==> config.mk <==
export PLATFORM = sky130hd
export DESIGN_NAME = sensor_scan_sched
export DESIGN_NICKNAME = d
export VERILOG_FILES = /design/src/rtl/sensor_scan_sched_pkg.sv /design/src/rtl/scan_chan_pick.sv /design/src/rtl/sensor_scan_sched.sv
export SDC_FILE = /design/constraint.sdc
export NUM_CORES = 1
export LEC_CHECK = 0
export ABC_CLOCK_PERIOD_IN_PS = 4600
export CAP_MARGIN = 20
export CORE_MARGIN = 3
export CORE_UTILIZATION = 25
export CTS_CLUSTER_DIAMETER = 60
export DETAILED_ROUTE_END_ITERATION = 7
export GPL_ROUTABILITY_DRIVEN = 0
export PLACE_DENSITY = 0.48
export SYNTH_ARGS = -nofsm -noshare
export SYNTH_HDL_FRONTEND = slang
export SYNTH_SLANG_ARGS = --single-unit
==> constraint.sdc <==
create_clock -name clk -period 4.6 [get_ports clk]
set_input_delay 0.46 -clock clk [delete_from_list [all_inputs] [get_ports clk]]
set_output_delay 0.46 -clock clk [all_outputs]
set_load 0.1 [all_outputs]
==> src/rtl/sensor_scan_sched_pkg.sv <==
// Shared types for the sensor scan scheduler: FSM states and channel indices.
package sensor_scan_sched_pkg;

  typedef enum logic [2:0] {
    S_IDLE,
    S_REQ,
    S_RELEASE,
    S_WAIT,
    S_CAM
  } scan_state_t;

  typedef logic [1:0] chan_t;

  localparam chan_t CH_SOIL     = 2'd0;
  localparam chan_t CH_TEMP     = 2'd1;
  localparam chan_t CH_HUMIDITY = 2'd2;
  localparam chan_t CH_LIGHT    = 2'd3;

endpackage

==> src/rtl/scan_chan_pick.sv <==
// Finds the lowest enabled channel above from_chan (or at it, when incl is set).
module scan_chan_pick
  import sensor_scan_sched_pkg::*;
(
  input  logic [3:0] mask,
  input  logic [1:0] from_chan,
  input  logic       incl,
  output logic [1:0] next_chan,
  output logic       none_left
);

  always_comb begin
    next_chan = from_chan;
    none_left = 1'b1;
    // Descending walk so the lowest qualifying channel wins.
    for (int i = 3; i >= 0; i--) begin
      if (mask[i] && ((i > int'(from_chan)) || (incl && (i == int'(from_chan))))) begin
        next_chan = chan_t'(i);
        none_left = 1'b0;
      end
    end
  end

endmodule

==> src/rtl/sensor_scan_sched.sv <==
// Periodic ADC channel scanner with deferred camera-ownership handoff.
// Define SCAN_WATCHDOG_EN to add the adc_ack timeout watchdog and sticky err_timeout.
//
// state     | meaning
// S_IDLE    | not scanning, waiting for scan_en or cam_req
// S_REQ     | adc_req high on adc_chan, waiting for adc_ack
// S_RELEASE | adc_req low, waiting for adc_ack to fall
// S_WAIT    | inter-round idle countdown
// S_CAM     | camera owns the sensor bus
module sensor_scan_sched
  import sensor_scan_sched_pkg::*;
#(
  parameter int INTERVAL_W  = 16,
  parameter int ACK_TIMEOUT = 63
) (
  input  logic                  clk,
  input  logic                  rst,
  input  logic                  scan_en,
  input  logic [3:0]            chan_mask,
  input  logic [INTERVAL_W-1:0] interval,
  output logic                  adc_req,
  input  logic                  adc_ack,
  output logic [1:0]            adc_chan,
  input  logic [7:0]            adc_data,
  output logic                  sample_valid,
  output logic [1:0]            sample_chan,
  output logic [7:0]            sample_data,
  input  logic                  cam_req,
  input  logic                  frame_done,
  output logic                  cam_grant,
  output logic                  busy,
  output logic                  err_timeout
);

  localparam logic [INTERVAL_W-1:0] INT_ONE = INTERVAL_W'(1);

  scan_state_t           state_q, state_d;
  chan_t                 chan_q, chan_d;
  logic [3:0]            mask_q, mask_d;
  logic [INTERVAL_W-1:0] cnt_q, cnt_d;
  logic                  sample_valid_d;
  chan_t                 sample_chan_d;
  logic [7:0]            sample_data_d;
  logic                  launch, time_out, mask_any;
  chan_t                 next_chan, first_chan;
  logic                  last_chan, first_none;

`ifdef SCAN_WATCHDOG_EN
  localparam int WD_W = $clog2(ACK_TIMEOUT + 2);
  localparam logic [WD_W-1:0] WD_LIMIT = WD_W'(ACK_TIMEOUT);
  localparam logic [WD_W-1:0] WD_ONE   = WD_W'(1);
  logic [WD_W-1:0] wd_q, wd_d;
  logic            err_q, err_d;
`endif

  assign mask_any = |chan_mask;

  scan_chan_pick u_pick_next (
    .mask      (mask_q),
    .from_chan (chan_q),
    .incl      (1'b0),
    .next_chan (next_chan),
    .none_left (last_chan)
  );

  scan_chan_pick u_pick_first (
    .mask      (chan_mask),
    .from_chan (CH_SOIL),
    .incl      (1'b1),
    .next_chan (first_chan),
    .none_left (first_none)
  );

  always_comb begin
    state_d        = state_q;
    chan_d         = chan_q;
    mask_d         = mask_q;
    cnt_d          = cnt_q;
    sample_valid_d = 1'b0;
    sample_chan_d  = sample_chan;
    sample_data_d  = sample_data;
    launch         = 1'b0;
    time_out       = 1'b0;
`ifdef SCAN_WATCHDOG_EN
    wd_d           = '0;
    err_d          = err_q;
`endif
    case (state_q)
      S_IDLE: begin
        if (cam_req) state_d = S_CAM;
        else         launch  = scan_en && mask_any;
      end
      S_REQ: begin
        if (adc_ack) begin
          sample_valid_d = 1'b1;
          sample_chan_d  = chan_q;
          sample_data_d  = adc_data;
          state_d        = S_RELEASE;
        end
`ifdef SCAN_WATCHDOG_EN
        else if (wd_q == WD_LIMIT) time_out = 1'b1;
        else                       wd_d     = wd_q + WD_ONE;
`endif
      end
      S_RELEASE: begin
        if (!adc_ack) begin
          if (!last_chan) begin
            chan_d  = next_chan;
            state_d = S_REQ;
          end else if (cam_req) begin
            state_d = S_CAM;
          end else if (!scan_en) begin
            state_d = S_IDLE;
          end else if (interval == '0) begin
            // Zero interval: next round starts straight away, no WAIT cycle.
            state_d = S_IDLE;
            launch  = mask_any;
          end else begin
            state_d = S_WAIT;
            cnt_d   = interval - INT_ONE;
          end
        end
`ifdef SCAN_WATCHDOG_EN
        else if (wd_q == WD_LIMIT) time_out = 1'b1;
        else                       wd_d     = wd_q + WD_ONE;
`endif
      end
      S_WAIT: begin
        if (cnt_q == '0) begin
          if (cam_req) begin
            state_d = S_CAM;
          end else begin
            state_d = S_IDLE;
            launch  = scan_en && mask_any;
          end
        end else begin
          cnt_d = cnt_q - INT_ONE;
        end
      end
      S_CAM: begin
        if (frame_done || !cam_req) state_d = S_IDLE;
      end
      default: state_d = S_IDLE;
    endcase

    // New round: mask is captured here and held until the round ends.
    if (launch && !first_none) begin
      state_d = S_REQ;
      mask_d  = chan_mask;
      chan_d  = first_chan;
    end

    if (time_out) begin
`ifdef SCAN_WATCHDOG_EN
      err_d   = 1'b1;
`endif
      state_d = S_WAIT;
      cnt_d   = (interval == '0) ? '0 : (interval - INT_ONE);
    end
  end

  always_ff @(posedge clk or posedge rst) begin
    if (rst) begin
      state_q      <= S_IDLE;
      chan_q       <= CH_SOIL;
      mask_q       <= '0;
      cnt_q        <= '0;
      sample_valid <= 1'b0;
      sample_chan  <= CH_SOIL;
      sample_data  <= '0;
    end else begin
      state_q      <= state_d;
      chan_q       <= chan_d;
      mask_q       <= mask_d;
      cnt_q        <= cnt_d;
      sample_valid <= sample_valid_d;
      sample_chan  <= sample_chan_d;
      sample_data  <= sample_data_d;
    end
  end

`ifdef SCAN_WATCHDOG_EN
  always_ff @(posedge clk or posedge rst) begin
    if (rst) begin
      wd_q  <= '0;
      err_q <= 1'b0;
    end else begin
      wd_q  <= wd_d;
      err_q <= err_d;
    end
  end

  assign err_timeout = err_q;
`else
  // No watchdog: flag is constant low; the comparison only keeps ACK_TIMEOUT referenced.
  assign err_timeout = (ACK_TIMEOUT < 0);
`endif

  assign adc_req   = (state_q == S_REQ);
  assign adc_chan  = chan_q;
  assign cam_grant = (state_q == S_CAM);
  assign busy      = (state_q == S_REQ) || (state_q == S_RELEASE) || (state_q == S_WAIT);

endmodule

Yosys cells after proc, flatten, opt, wreduce, memory -nomap -nowiden
Index checks and enable logic that the tools add are counted.
{"block": "totals", "output_inout_bits": 17, "ff_bits": 36, "word_cells": 97}
{"block": "op_classes", "muxes": 47, "magnitude_cmp": 3, "add_sub_neg": 2, "n_reduce_logical": 21, "eq_ne": 17}
{"operator": "$mux W16", "count": 6}
{"operator": "$logic_not A16 Y1", "count": 2}
{"operator": "$pmux W16 S2", "count": 1}
{"operator": "$sub A16 B1 Y16 const B", "count": 2}
{"operator": "$mux W3", "count": 9}
{"operator": "$mux W2", "count": 13}
{"operator": "$mux W1", "count": 16}
{"operator": "$pmux W3 S5", "count": 1}
{"operator": "$ne A2 B2 Y1 const B", "count": 6}
{"operator": "$ne A3 B3 Y1 const B", "count": 3}
{"operator": "$reduce_and A7 Y1", "count": 1}
{"operator": "$eq A3 B2 Y1 const B", "count": 2}
{"operator": "$ne A3 B1 Y1 const B", "count": 2}
{"operator": "$logic_and A1 B1 Y1", "count": 5}
{"operator": "$reduce_and A5 Y1", "count": 1}
{"operator": "$gt A2 B2 Y1 const A", "count": 2}
{"operator": "$ne A2 B1 Y1 const B", "count": 2}
{"operator": "$reduce_and A4 Y1", "count": 1}
{"operator": "$reduce_bool A2 Y1", "count": 2}
{"operator": "$reduce_bool A4 Y1", "count": 1}
{"operator": "$reduce_or A4 Y1", "count": 1}
{"operator": "$eq A3 B1 Y1 const B", "count": 1}
{"operator": "$eq A3 B3 Y1 const B", "count": 1}
{"operator": "$logic_not A3 Y1", "count": 1}
{"operator": "5 further kinds", "count": 8}

Depth between registers and ports, before layout
{"block": "depth", "word_depth": 11, "depth_mapped": 13}

Hierarchy
Synthesis repeated with hierarchy kept, for this count alone.
{"block": "hier_totals", "hier_cells": 323, "area_unflattened_um2": 2732.6}
{"mod": "sensor_scan_sched", "instances": 1, "cells_per_inst": 287, "seq_area_each_um2": 900.9, "area_each_um2": 2517.4}
{"mod": "scan_chan_pick", "instances": 2, "cells_per_inst": 18, "seq_area_each_um2": 0.0, "area_each_um2": 107.6}

Worst setup path before layout
OpenSTA, ideal clock, no wires.
{"block": "synth_timing", "kind": "register to register", "startpoint": "register state_q[0]", "endpoint": "register sample_chan[0]", "setup_slack_ps": 538, "setup_ps": 126, "t_arrival_ps": 3935, "synth_period_minus_slack_ps": 4062, "path_stages_with_launch": 6, "path_cell_list": "dfrtp_1 clkbuf_1 nor3b_1 and2_1 clkbuf_1 mux2_2"}
{"block": "synth_via", "elab_chain_cells": 2}
{"element": "start: declaration", "line_no": "sensor_scan_sched.sv:37", "source": "scan_state_t state_q, state_d;"}
{"element": "start signal: assignment", "line_no": "sensor_scan_sched.sv:172", "source": "state_q <= state_d;"}
{"element": "$eq A3 B1 Y1"}
{"element": "via adc_req", "line_no": "sensor_scan_sched.sv:21", "source": "output logic adc_req,"}
{"element": "$reduce_and A2 Y1 (no line)"}
{"element": "end signal: assignment", "line_no": "sensor_scan_sched.sv:177", "source": "sample_chan <= sample_chan_d;"}
{"element": "end: declaration", "line_no": "sensor_scan_sched.sv:26", "source": "output logic [1:0] sample_chan,"}
The timed path passes the listed nets, and every way through them passes these cells.
A chain may end at the register's enable or synchronous reset.

Final worst setup path
{"block": "layout_timing", "startpoint": "input interval[8]", "endpoint": "register cnt_q[5]"}
{"block": "layout_via", "elab_chain_cells": 3}
{"element": "start: declaration", "line_no": "sensor_scan_sched.sv:20", "source": "input logic [INTERVAL_W-1:0] interval,"}
{"element": "$logic_not A16 Y1", "line_no": "sensor_scan_sched.sv:114", "source": "end else if (interval == '0) begin"}
{"element": "$ne A2 B2 Y1 (no line)"}
{"element": "$reduce_and A7 Y1 (no line)"}
{"element": "end signal: assignment", "line_no": "sensor_scan_sched.sv:175", "source": "cnt_q <= cnt_d;"}
{"element": "end: declaration", "line_no": "sensor_scan_sched.sv:40", "source": "logic [INTERVAL_W-1:0] cnt_q, cnt_d;"}
No other way between the ends.

==> key figures <==
STA
  – Final Hold Vio Count: 0
  – Setup ws final: 1.45 ns
  – Tmin final: 3.15 ns
  – Final Setup Violations: 0
  – Fin crit share: 68.5%
  – Headroom to the max-slew limit: 33.8%
  – Final clock skew: 0.00693 ns
  – RSZ-0062 raised after global routing: false
  – TNS Setup: 0 ns
  – Worst Tran Pin Value: 0.989 ns
  – Final Slew Violations: 0
  – Min Hold Slack: 0.507 ns
  – Fmax: 318 MHz

Critical path
  – Worst setup SP type: primary input
  – Worst setup EP type: flip-flop
  – CP max FO: 24
  – Req. time, crit path: 4.77 ns
  – CP max stage cell: or4_4
  – Cells along the critical path: clkdlybuf4s50_1 > or4_4 > nor4_4 > nor4b_2 > nor3b_1 > o21a_1 > o2111ai_1 > nand3_1
  – Worst Path Arrival: 3.32 ns
  – CP max stage delay: 0.56 ns
  – Crit path kind: in2reg

Power and ir drop
  – Final Power: 2.05 mW
  – Pwr dens: 653 nW/um2
  – P_leak: 1.19 nW
  – Peak supply drop: 0.000326 V

Routing
  – 1st-pass router iterations: 4
  – Count of routing violations after the opening detailed-route iteration: 126
  – Post-Route WL: 6460 um
  – ANT nets after route: 0
  – Via Count: 2213
  – # DRC: 0
  – Routed wire per std cell: 14.4 um
  – Vias per cell: 4.94

Synthesis
  – Mean Syn Cell Area: 8.84 um2
  – Top FF cell, synth: dfrtp_1
  – Syn_nets: 310
  – Synthesized cell area: 2430 um2
  – Syn Inst Count: 275
  – Count of cell types in the netlist: 59
  – Synth Register Bits: 35
  – Number of synthesized flops with an enable pin: 0
  – YS warnings: 0
  – Async SR Flop Fraction: 100%
  – Seq/Total Area, Yosys: 36.0%

Cells and area
  – Final Instance Area: 3140 um2
  – Utilization after layout: 33.7%
  – Layout net count: 353
  – Leading cell type in the layout, fill and taps excluded: clkdlybuf4s50_1
  – Area growth syn-to-layout: 29.1%
  – Fillers: 966
  – Ratio of cells with drive above 1 in the final layout: 13.8%
  – Post-route insts no fill: 448
  – Most frequent cells in the layout: 49 x clkdlybuf4s50_1, 35 x dfrtp_1, 31 x nor2_1
  – Diode count: 0

CTS
  – CTS tree: done
  – CTS Hold Bufs: 0
  – Clock Latency Late Sink: 0.29 ns
  – Clk root buf: clkbuf_8
  – CTS Buf Count: 5
  – Max clock buf depth: 2
  – CTS sink count: 35
  – Post-CTS setup buffer count: 0
  – H-tree depth: 2
  – Worst-path clk slew: 0.08 ns
  – Post-CTS sizing: 0

Global routing
  – Number of global-route vias before repair: 2181
  – Initial antenna violation count: 0
  – First-pass GRT wire length: 11000 um
  – GRT Util Overall: 12.1%
  – GRT overflow: 0
  – Largest net degree at the start of global routing: 36

Placed design
  – PortBufs: 49
  – Post-DP HPWL: 4650 um
  – DP Area: 3030 um2
  – Pre-CTS setup slack: 1.15 ns
  – Placed Instances: 440

Die
  – Die X-Extent: 105 um
  – # IOs: 51
  – Die Area: 10900 um2
  – Core Area: 9330 um2
  – Die height: 105 um
  – Row count: 35
  – Initial core utilization: 26.1%

Outcome
  – Status: finished, final reports clean

Flow run
  – Maximum capacitance violations: 0

Min path
  – Class of the worst hold path: reg2reg
## layer usage
metal / track usage, % / vias to the layer above / wire [um]
li1: - / 1114 / -
met1: 17.4 / 1045 / 3280
met2: 18.8 / 49 / 2900
met3: 1.91 / 5 / 208
met4: 3.09 / 0 / 74
met5: 0 / - / 0
## sequential cells by signal, indices dropped and copies added (netlist names)
name	flops
sample_data	8
cnt_q	16
adc_chan	2
sample_valid	1
state_q	3
sample_chan	2
mask_q	3
## power by group
group          internal [mW]  leakage (nW)  switching, mW
logic                  0.359         0.708          0.800
clock network          0.161        0.0581          0.123
registers              0.455         0.421          0.153
total                  0.975          1.19           1.08
## cells in the mapped netlist (4+ instances only)
cell	n	area share, %
mux2_2	15	6.9
nand2_1	22	3.4
o2111ai_1	4	1.4
nand3_1	6	1.2
a21oi_1	26	5.4
nor3_1	13	2.7
nor4_1	4	1.0
o21ai_0	18	3.7
and2_1	4	1.0
dfrtp_1	35	36
inv_1	5	0.77
nand2b_1	6	1.5
clkbuf_1	9	1.4
nor2_1	31	4.8
mux2i_1	5	2.1
## cell type report
class	count	area [um2]	share of cell area, %
flip-flops and latches	35	876	27.9
repair buffers	52	513	16.3
inverters	5	18.8	0.598
clock buffers	5	68.8	2.19
well taps	129	161	5.14
multi-input cells	219	1460	46.4
clock inverters	3	43.8	1.39
## kinds of logic after synthesis
kind of cell	Yosys count	share of synthesized area, %
DFF	35	36.0
muxes	21	9.62
AOI/OAI and AO/OA	86	25.1
buffers and inverters	21	4.01
other	1	0.154
and+or+nand+nor	110	24.5
adders and majority gates	1	0.515
## worst max-delay path, delay by kind of cell
family | cells | cell delay (ns)
compound gates | 2 | 0.87
buf+inv | 1 | 0.51
simple gates | 5 | 1.46
## path summary, 6_finish.rpt
path                                              end                       start  depth (start not counted)  slack (ns)
min in group asynchronous  sample_data[4]$_DFFE_PP0P_                         rst                          3        0.57
max in group asynchronous      state_q[1]$_DFFE_PP0P_                         rst                          3        3.70
min                        sample_chan[1]$_DFFE_PP0P_  sample_chan[1]$_DFFE_PP0P_                          1        0.51
min reg2reg                sample_chan[1]$_DFFE_PP0P_  sample_chan[1]$_DFFE_PP0P_                          1        0.51
max reg2reg                      cnt_q[5]$_DFFE_PP0P_        cnt_q[7]$_DFFE_PP0P_                          7        1.54
max                              cnt_q[5]$_DFFE_PP0P_                 interval[8]                          8        1.45
No activity file was read; power rests on OpenSTA's default activity.
